<file path="src/rtl/cla_pipe.sv">
// Pipelined carry-lookahead adder/subtractor built from 4-bit lookahead groups.
// Define CLA_PIPE_SAT_EN to saturate the sum to the signed limit on overflow.
module cla_pipe #(
  parameter int WIDTH = 16,
  parameter int GPS   = 1
) (
  input  logic             clk,
  input  logic             rst,
  input  logic             in_valid,
  output logic             in_ready,
  input  logic [WIDTH-1:0] a,
  input  logic [WIDTH-1:0] b,
  input  logic             cin,
  input  logic             sub,
  output logic             out_valid,
  input  logic             out_ready,
  output logic [WIDTH-1:0] sum,
  output logic             cout,
  output logic             ovf
);

  localparam int NG  = WIDTH / 4;
  localparam int LAT = (NG + GPS - 1) / GPS;

  function automatic logic [4:0] cla4(
    input logic [3:0] x,
    input logic [3:0] y,
    input logic       ci
  );
    logic [3:0] p, g;
    logic [4:0] c;
    p    = x ^ y;
    g    = x & y;
    c[0] = ci;
    c[1] = g[0] | (p[0] & ci);
    c[2] = g[1] | (p[1] & g[0]) | (p[1] & p[0] & ci);
    c[3] = g[2] | (p[2] & g[1]) | (p[2] & p[1] & g[0])
         | (p[2] & p[1] & p[0] & ci);
    c[4] = g[3] | (p[3] & g[2]) | (p[3] & p[2] & g[1])
         | (p[3] & p[2] & p[1] & g[0]) | ((&p) & ci);
    return {c[4], p ^ c[3:0]};
  endfunction

  logic             stall;
  logic [WIDTH-1:0] b_eff;
  logic             c0;

  assign stall    = out_valid & ~out_ready;
  assign in_ready = ~stall;
  assign b_eff    = sub ? ~b : b;
  assign c0       = sub | cin;

  for (genvar k = 0; k < LAT; k++) begin : g_stg
    localparam int LO  = 4 * k * GPS;
    localparam int HI  = (4 * (k + 1) * GPS < WIDTH) ?
                         4 * (k + 1) * GPS : WIDTH;
    localparam int UW  = WIDTH - LO;
    localparam int NGS = (HI - LO) / 4;

    logic [UW-1:0]    a_in, b_in;
    logic             c_in, v_in;
    logic [HI-LO-1:0] s_new;
    logic [HI-1:0]    s_d, s_w, s_q;
    logic             c_d, c_q, v_q;
    logic [4:0]       r;

    // Unconsumed upper operand bits arrive already aligned to bit 0.
    if (k == 0) begin : g_in
      assign a_in = a;
      assign b_in = b_eff;
      assign c_in = c0;
      assign v_in = in_valid;
      assign s_d  = s_new;
    end else begin : g_in
      assign a_in = g_stg[k-1].g_fwd.a_q;
      assign b_in = g_stg[k-1].g_fwd.b_q;
      assign c_in = g_stg[k-1].c_q;
      assign v_in = g_stg[k-1].v_q;
      assign s_d  = {s_new, g_stg[k-1].s_q};
    end

    always_comb begin
      r     = '0;
      c_d   = c_in;
      s_new = '0;
      for (int g = 0; g < NGS; g++) begin
        r                = cla4(a_in[4*g +: 4], b_in[4*g +: 4], c_d);
        s_new[4*g +: 4]  = r[3:0];
        c_d              = r[4];
      end
    end

    if (k == LAT - 1) begin : g_last
      logic ovf_d, ovf_q;
      assign ovf_d = (a_in[UW-1] == b_in[UW-1]) &
                     (s_d[WIDTH-1] != a_in[UW-1]);
`ifdef CLA_PIPE_SAT_EN
      assign s_w = ovf_d ?
                   {a_in[UW-1], {(WIDTH-1){~a_in[UW-1]}}} : s_d;
`else
      assign s_w = s_d;
`endif
      always_ff @(posedge clk or posedge rst) begin
        if (rst) begin
          ovf_q <= 1'b0;
        end else if (!stall) begin
          ovf_q <= ovf_d;
        end
      end
    end else begin : g_fwd
      logic [WIDTH-HI-1:0] a_q, b_q;
      assign s_w = s_d;
      always_ff @(posedge clk or posedge rst) begin
        if (rst) begin
          a_q <= '0;
          b_q <= '0;
        end else if (!stall) begin
          a_q <= a_in[UW-1:HI-LO];
          b_q <= b_in[UW-1:HI-LO];
        end
      end
    end

    always_ff @(posedge clk or posedge rst) begin
      if (rst) begin
        v_q <= 1'b0;
        c_q <= 1'b0;
        s_q <= '0;
      end else if (!stall) begin
        v_q <= v_in;
        c_q <= c_d;
        s_q <= s_w;
      end
    end
  end

  assign out_valid = g_stg[LAT-1].v_q;
  assign sum       = g_stg[LAT-1].s_q;
  assign cout      = g_stg[LAT-1].c_q;
  assign ovf       = g_stg[LAT-1].g_last.ovf_q;

endmodule

</file>
<file path="config.mk">
export PLATFORM = sky130hd
export DESIGN_NAME = cla_pipe
export DESIGN_NICKNAME = d
export VERILOG_FILES = /design/src/rtl/cla_pipe.sv
export SDC_FILE = /design/constraint.sdc
export NUM_CORES = 1
export LEC_CHECK = 0
export BUFFER_PORTS_ARGS = -buffer_cell sky130_fd_sc_hd__buf_2
export CELL_PAD_IN_SITES_DETAIL_PLACEMENT = 1
export CELL_PAD_IN_SITES_GLOBAL_PLACEMENT = 1
export CORE_AREA = 4 4 104 106
export CTS_CLUSTER_SIZE = 16
export DETAILED_ROUTE_END_ITERATION = 10
export DIE_AREA = 0 0 108 110
export PLACE_DENSITY_LB_ADDON = 0.1
export SLEW_MARGIN = 20
export SYNTH_ARGS = -nofsm -noshare
export SYNTH_HDL_FRONTEND = slang
export SYNTH_SLANG_ARGS = --single-unit
</file>
<file path="constraint.sdc">
create_clock -name clk -period 3.7 [get_ports clk]
set_input_delay 0.185 -clock clk [delete_from_list [all_inputs] [get_ports clk]]
set_output_delay 0.185 -clock clk [all_outputs]
set_load 0.05 [all_outputs]
</file>
# [Word level (Yosys, flattened, before mapping)]
# Cells that the tools add are included.
[totals] regBits=97 in_bits=38 wordCells=144
[op_classes] n_mux=1 eq_ne=2 reduce_logical=4 bitwise=118
[op_table] cell="1-bit AND" count=62
[op_table] cell="1-bit OR" count=41
[op_table] cell="4-bit XOR" count=8
[op_table] cell="4-bit AND" count=4
[op_table] cell="16-bit 2-to-1 mux" count=1
[op_table] cell="16-bit NOT" count=1
[op_table] cell="4-bit AND reduction" count=4
[op_table] cell="1-bit NOT" count=2
[op_table] cell="1-bit == test" count=1
[op_table] cell="1-bit inequality test" count=1

# [Logic depth before layout (Yosys ltp)]
[depth] word_depth=8 depth_mapped=8 mapped_depth_nobuf=6

# [Worst setup path before layout]
# OpenSTA, ideal clock, no wires.
[synth_path] path_type="input -> register" start="in sub" end="reg g_stg[0].s_q[3]" setup_slack_ns=1.977 arrival_time_ns=1.631 cell_stages=8 setup_ns=0.092 n_path_buf=2 t_required_ns=3.608 path_cell_list="buf_6 buf_4 xor2_1 ha_1 a21oi_1 a21boi_2 o21a_1 o31ai_2"
[synth_via] elab_chain_cells=7 elab_cells_between_ends=13 classes_between="mux (1); bitwise (12)"
[synth_rtl] item="from (decl)" line="14" text="input logic sub,"
[synth_rtl] item="16-bit 2-to-1 mux" line="50" text="assign b_eff = sub ? ~b : b;"
[synth_rtl] item="4-bit XOR / 4-bit AND (equally long branches)" line="32, 33"
[synth_rtl] item="1-bit AND, on equally long branches" line="37, 38"
[synth_rtl] item="1-bit OR (tied with other cells)" line="37" text="c[3] = g[2] | (p[2] & g[1]) | (p[2] & p[1] & g[0])"
[synth_rtl] item="1-bit OR / 1-bit AND (equally long branches)" line="37, 38"
[synth_rtl] item="1-bit OR" line="38" text="| (p[2] & p[1] & p[0] & ci);"
[synth_rtl] item="4-bit XOR (*)" line="41" text="return {c[4], p ^ c[3:0]};"
[synth_rtl] item="to (signal assigned)" line="132" text="s_q <= s_w;"
[synth_rtl] item="to (decl)" line="63" text="logic [HI-1:0] s_d, s_w, s_q;"
# Mark *: on every way between the ends. The rest lies on a longest branch, timed or not.
# A chain may end at the register's enable or synchronous reset.

# [Worst setup path in the final report]
[layout_path] start="reg g_stg[3].v_q, in the netlist out_valid" end="out in_ready"
[layout_via] elab_chain_cells=2
[layout_rtl] item="from (decl)" line="64" text="logic c_d, c_q, v_q;"
[layout_rtl] item="from (signal assigned)" line="130" text="v_q <= v_in;"
[layout_rtl] item="1-bit AND" line="48" text="assign stall = out_valid & ~out_ready;"
[layout_rtl] item="1-bit NOT" line="49" text="assign in_ready = ~stall;"
[layout_rtl] item="to (decl)" line="10" text="output logic in_ready,"
# No other way between the ends.

==> results.ini <==
[setup_path]
criticalPathCategory = register to output pin
cpLargestDelayFamily = buffers and inverters
path_buf_inv = 3
cp_data_arrival_time_ns = 1.87
critPathLaunchType = register
cp_max_fo = 27
path_cells = nor2b_4 -> inv_2 -> buf_4 -> buf_2
critical_path.slowest_cell = dfrtp_1
crit_required_ns = 3.51
worst_setup_path_end_kind = output pin
slowest_delay_ns = 0.38

[sta]
finalSetupViolCount = 0
tightest_slew_ns = 0.880
finalCritPeriodShare_pct = 55.5
hold_ws_ns = 0.00896
hold_viol_final = 0
slew-limit-headroom_pct = 41.4
max_freq_ghz = 0.487
period_minus_slack_ns = 2.05
rsz0062_at_grt = false
skew_ns = 0.0154
tns_ns = 0
drv_slew = 0

[pwr]
powerDensity_nw_per_um2 = 879
p_sw_share_pct = 41.5
p_comb_share_pct = 40.3
seq_power_share_pct = 41.7
p_switching_mw = 1.78
ir_drop_uv = 477
cellInternalPower_mw = 2.51
p_leak_nw = 2.51
p_clk_share_pct = 18.0

[synthesis]
syn_area_sq_um = 4280
synth.most_common_cell = nand2_1
ys_ff_latch = 97
synth_common_cells = 221 x nand2_1, 97 x dfrtp_1, 31 x o21ai_0
syn_nets = 513
syn_inst = 455
netlist_top_cells_area = dfrtp_1 57%, nand2_1 19%, ha_1 4.7%, xnor2_1 3.9%, o21ai_0 3.6%
synth-edff-count = 0
synth_cell_type_count = 29
synthDominantCellAreaShare_pct = 56.7
syn_avg_cell_area_sq_um = 9.40
async_reset_ff_share_pct = 100
ys_seq_area_share_pct = 56.7
synth_warnings = 0
synthFlopType = dfrtp_1
post-synth-top-area-cell = dfrtp_1

[floorplan]
dieArea_sq_um = 11900
io_pins = 58
rows = 36
initial_core_util_pct = 43.8
die_w_um = 108
die_h_um = 110
coreArea_sq_um = 9770

[placement]
numPortBuffers = 57
hpwl_um = 5940
placed_area_sq_um = 4650
gp_congestion = 0.806
dp_cells = 626

[cts]
ctsHoldBuffers = 0
cts_setup_buffers = 0
insertion_delay_ns = 0.36
path_clk_slew_ns = 0.09
cts_resized = 0
cts_tree = built
htreeDepth = 3
clockRootBuffer = clkbuf_8
cts.sinks = 97
cts_inserted_buffers = 9
clockBufferDepth = 2

[worst_hold_path]
worstHoldPathType = primary input to async pin

[routing]
drtPass1Iterations = 4
drt-wirelength-per-cell_um = 13.4
totalWireLength_um = 8620
ant_nets = 0
viasPerCell = 4.78
vias = 3069
dr.first_iter.drc_count = 112
drc = 0

[cells_and_area]
antenna_cells = 0
drive_above_1_share_pct = 16.7
nets = 562
design_area_sq_um = 4890
layoutNonFillerInstCount = 642
post-route-util_pct = 50.0
area_growth_pct = 14.2

[global_routing]
grt_max_degree = 116
grt_pass1_wl_um = 15100
overflow = 0
grt.total_usage_pct = 16.0
antenna_found_initial = 0
grt_pass1_vias = 3209

[flow_run]
maxCapViolCount = 0

[status]
status = finished, final reports clean

[stage by stage]
stage | total power [mW] | setup WS [ns]
after floorplan | 3.12 | 0.981
after global placement | 3.48 | 1.83
after detailed placement | 3.58 | 1.74
after CTS | 4.37 | 1.62
after global routing | 4.68 | 1.53
final | 4.29 | 1.65
[final cells by class]
class | count | area, sq um
clock buffer | 10 | 138
timing repair buffer | 61 | 319
sequential | 97 | 2430
clock inverter | 6 | 91.3
multi-input combinational | 330 | 1720
inverter | 5 | 21.3
tap | 133 | 166
fill | 1167 | 4890
[kinds of logic (layout without fill, tap and decap cells)]
logic type,count (synthesis),count (layout),share of synthesized area [%]
AOI/OAI and AO/OA,57,57,8.28
DFF,97,97,56.7
buffers and inverters,28,82,3.16
adders and majority gates,20,20,6.55
and+or+nand+nor,229,229,20.4
xor gates and xnor gates,24,24,4.91
[power groups by stage]
stage | registers, mW | logic (mW) | clock network (mW)
floorplan | 2.10 | 1.03 | 0
global placement | 1.80 | 1.68 | 0
detailed placement | 1.82 | 1.76 | 0
CTS | 1.80 | 1.77 | 0.795
global route | 1.86 | 1.98 | 0.842
finish | 1.79 | 1.73 | 0.772
[metal layers]
metal | part of all wire, % | vias to the layer above | global-route usage [%]
met5 | 0 | - | 0
met3 | 3.2 | 12 | 2.56
met1 | 49 | 1464 | 21.7
met2 | 47 | 46 | 26.1
met4 | 1.4 | 0 | 5.95
li1 | - | 1547 | -
[path summary, 6_finish.rpt]
path,start,endpoint,slack (ns),cells past startpoint
setup reg to reg,g_stg[1].g_fwd.a_q[0]$_DFFE_PP0N_,g_stg[2].c_q$_DFFE_PP0N_,2.00,5
setup / recovery,out_valid$_DFFE_PP0N_,in_ready,1.65,4
hold reg to reg,g_stg[2].v_q$_DFFE_PP0N_,g_stg[2].v_q$_DFFE_PP0N_,0.47,2
max in group asynchronous,rst,g_stg[0].g_fwd.b_q[4]$_DFFE_PP0N_,2.80,3
hold / removal,rst,g_stg[0].g_fwd.a_q[8]$_DFFE_PP0N_,0.009,2
min in group clk,a[7],g_stg[0].g_fwd.a_q[3]$_DFFE_PP0N_,0.01,3
[state kept, by name, summed over array words and instances (netlist names)]
register         cells
cout                 1
g_stg.c_q            3
out_valid            1
g_stg.s_q           24
g_stg.v_q            3
ovf                  1
sum                 16
g_stg.g_fwd.a_q     24
g_stg.g_fwd.b_q     24
[layout by cell type (no fill, tap or decap), types with 3 or more instances in the layout]
| cell | synthesis | routed |
|---|---|---|
| inv_1 | 4 | 3 |
| buf_2 | 12 | 57 |
| dfrtp_1 | 97 | 97 |
| nand2_1 | 221 | 221 |
| xnor2_1 | 19 | 19 |
| ha_1 | 16 | 16 |
| fa_1 | 4 | 4 |
| nor2_1 | 3 | 3 |
| buf_4 | 2 | 3 |
| xor2_1 | 5 | 5 |
| a211oi_1 | 7 | 7 |
| clkbuf_8 | 0 | 10 |
| a21oi_1 | 6 | 6 |
| a21o_1 | 3 | 3 |
| o21ai_0 | 31 | 31 |
| clkinv_4 | 0 | 3 |
[worst register-to-register path, stage by stage (launching register included)]
cell	delay [ns]
dfrtp_1	0.43
ha_1	0.32
a211oi_1	0.31
o21bai_1	0.18
a211oi_1	0.25
a21oi_1	0.06
Power figures use the tool's default switching activity.
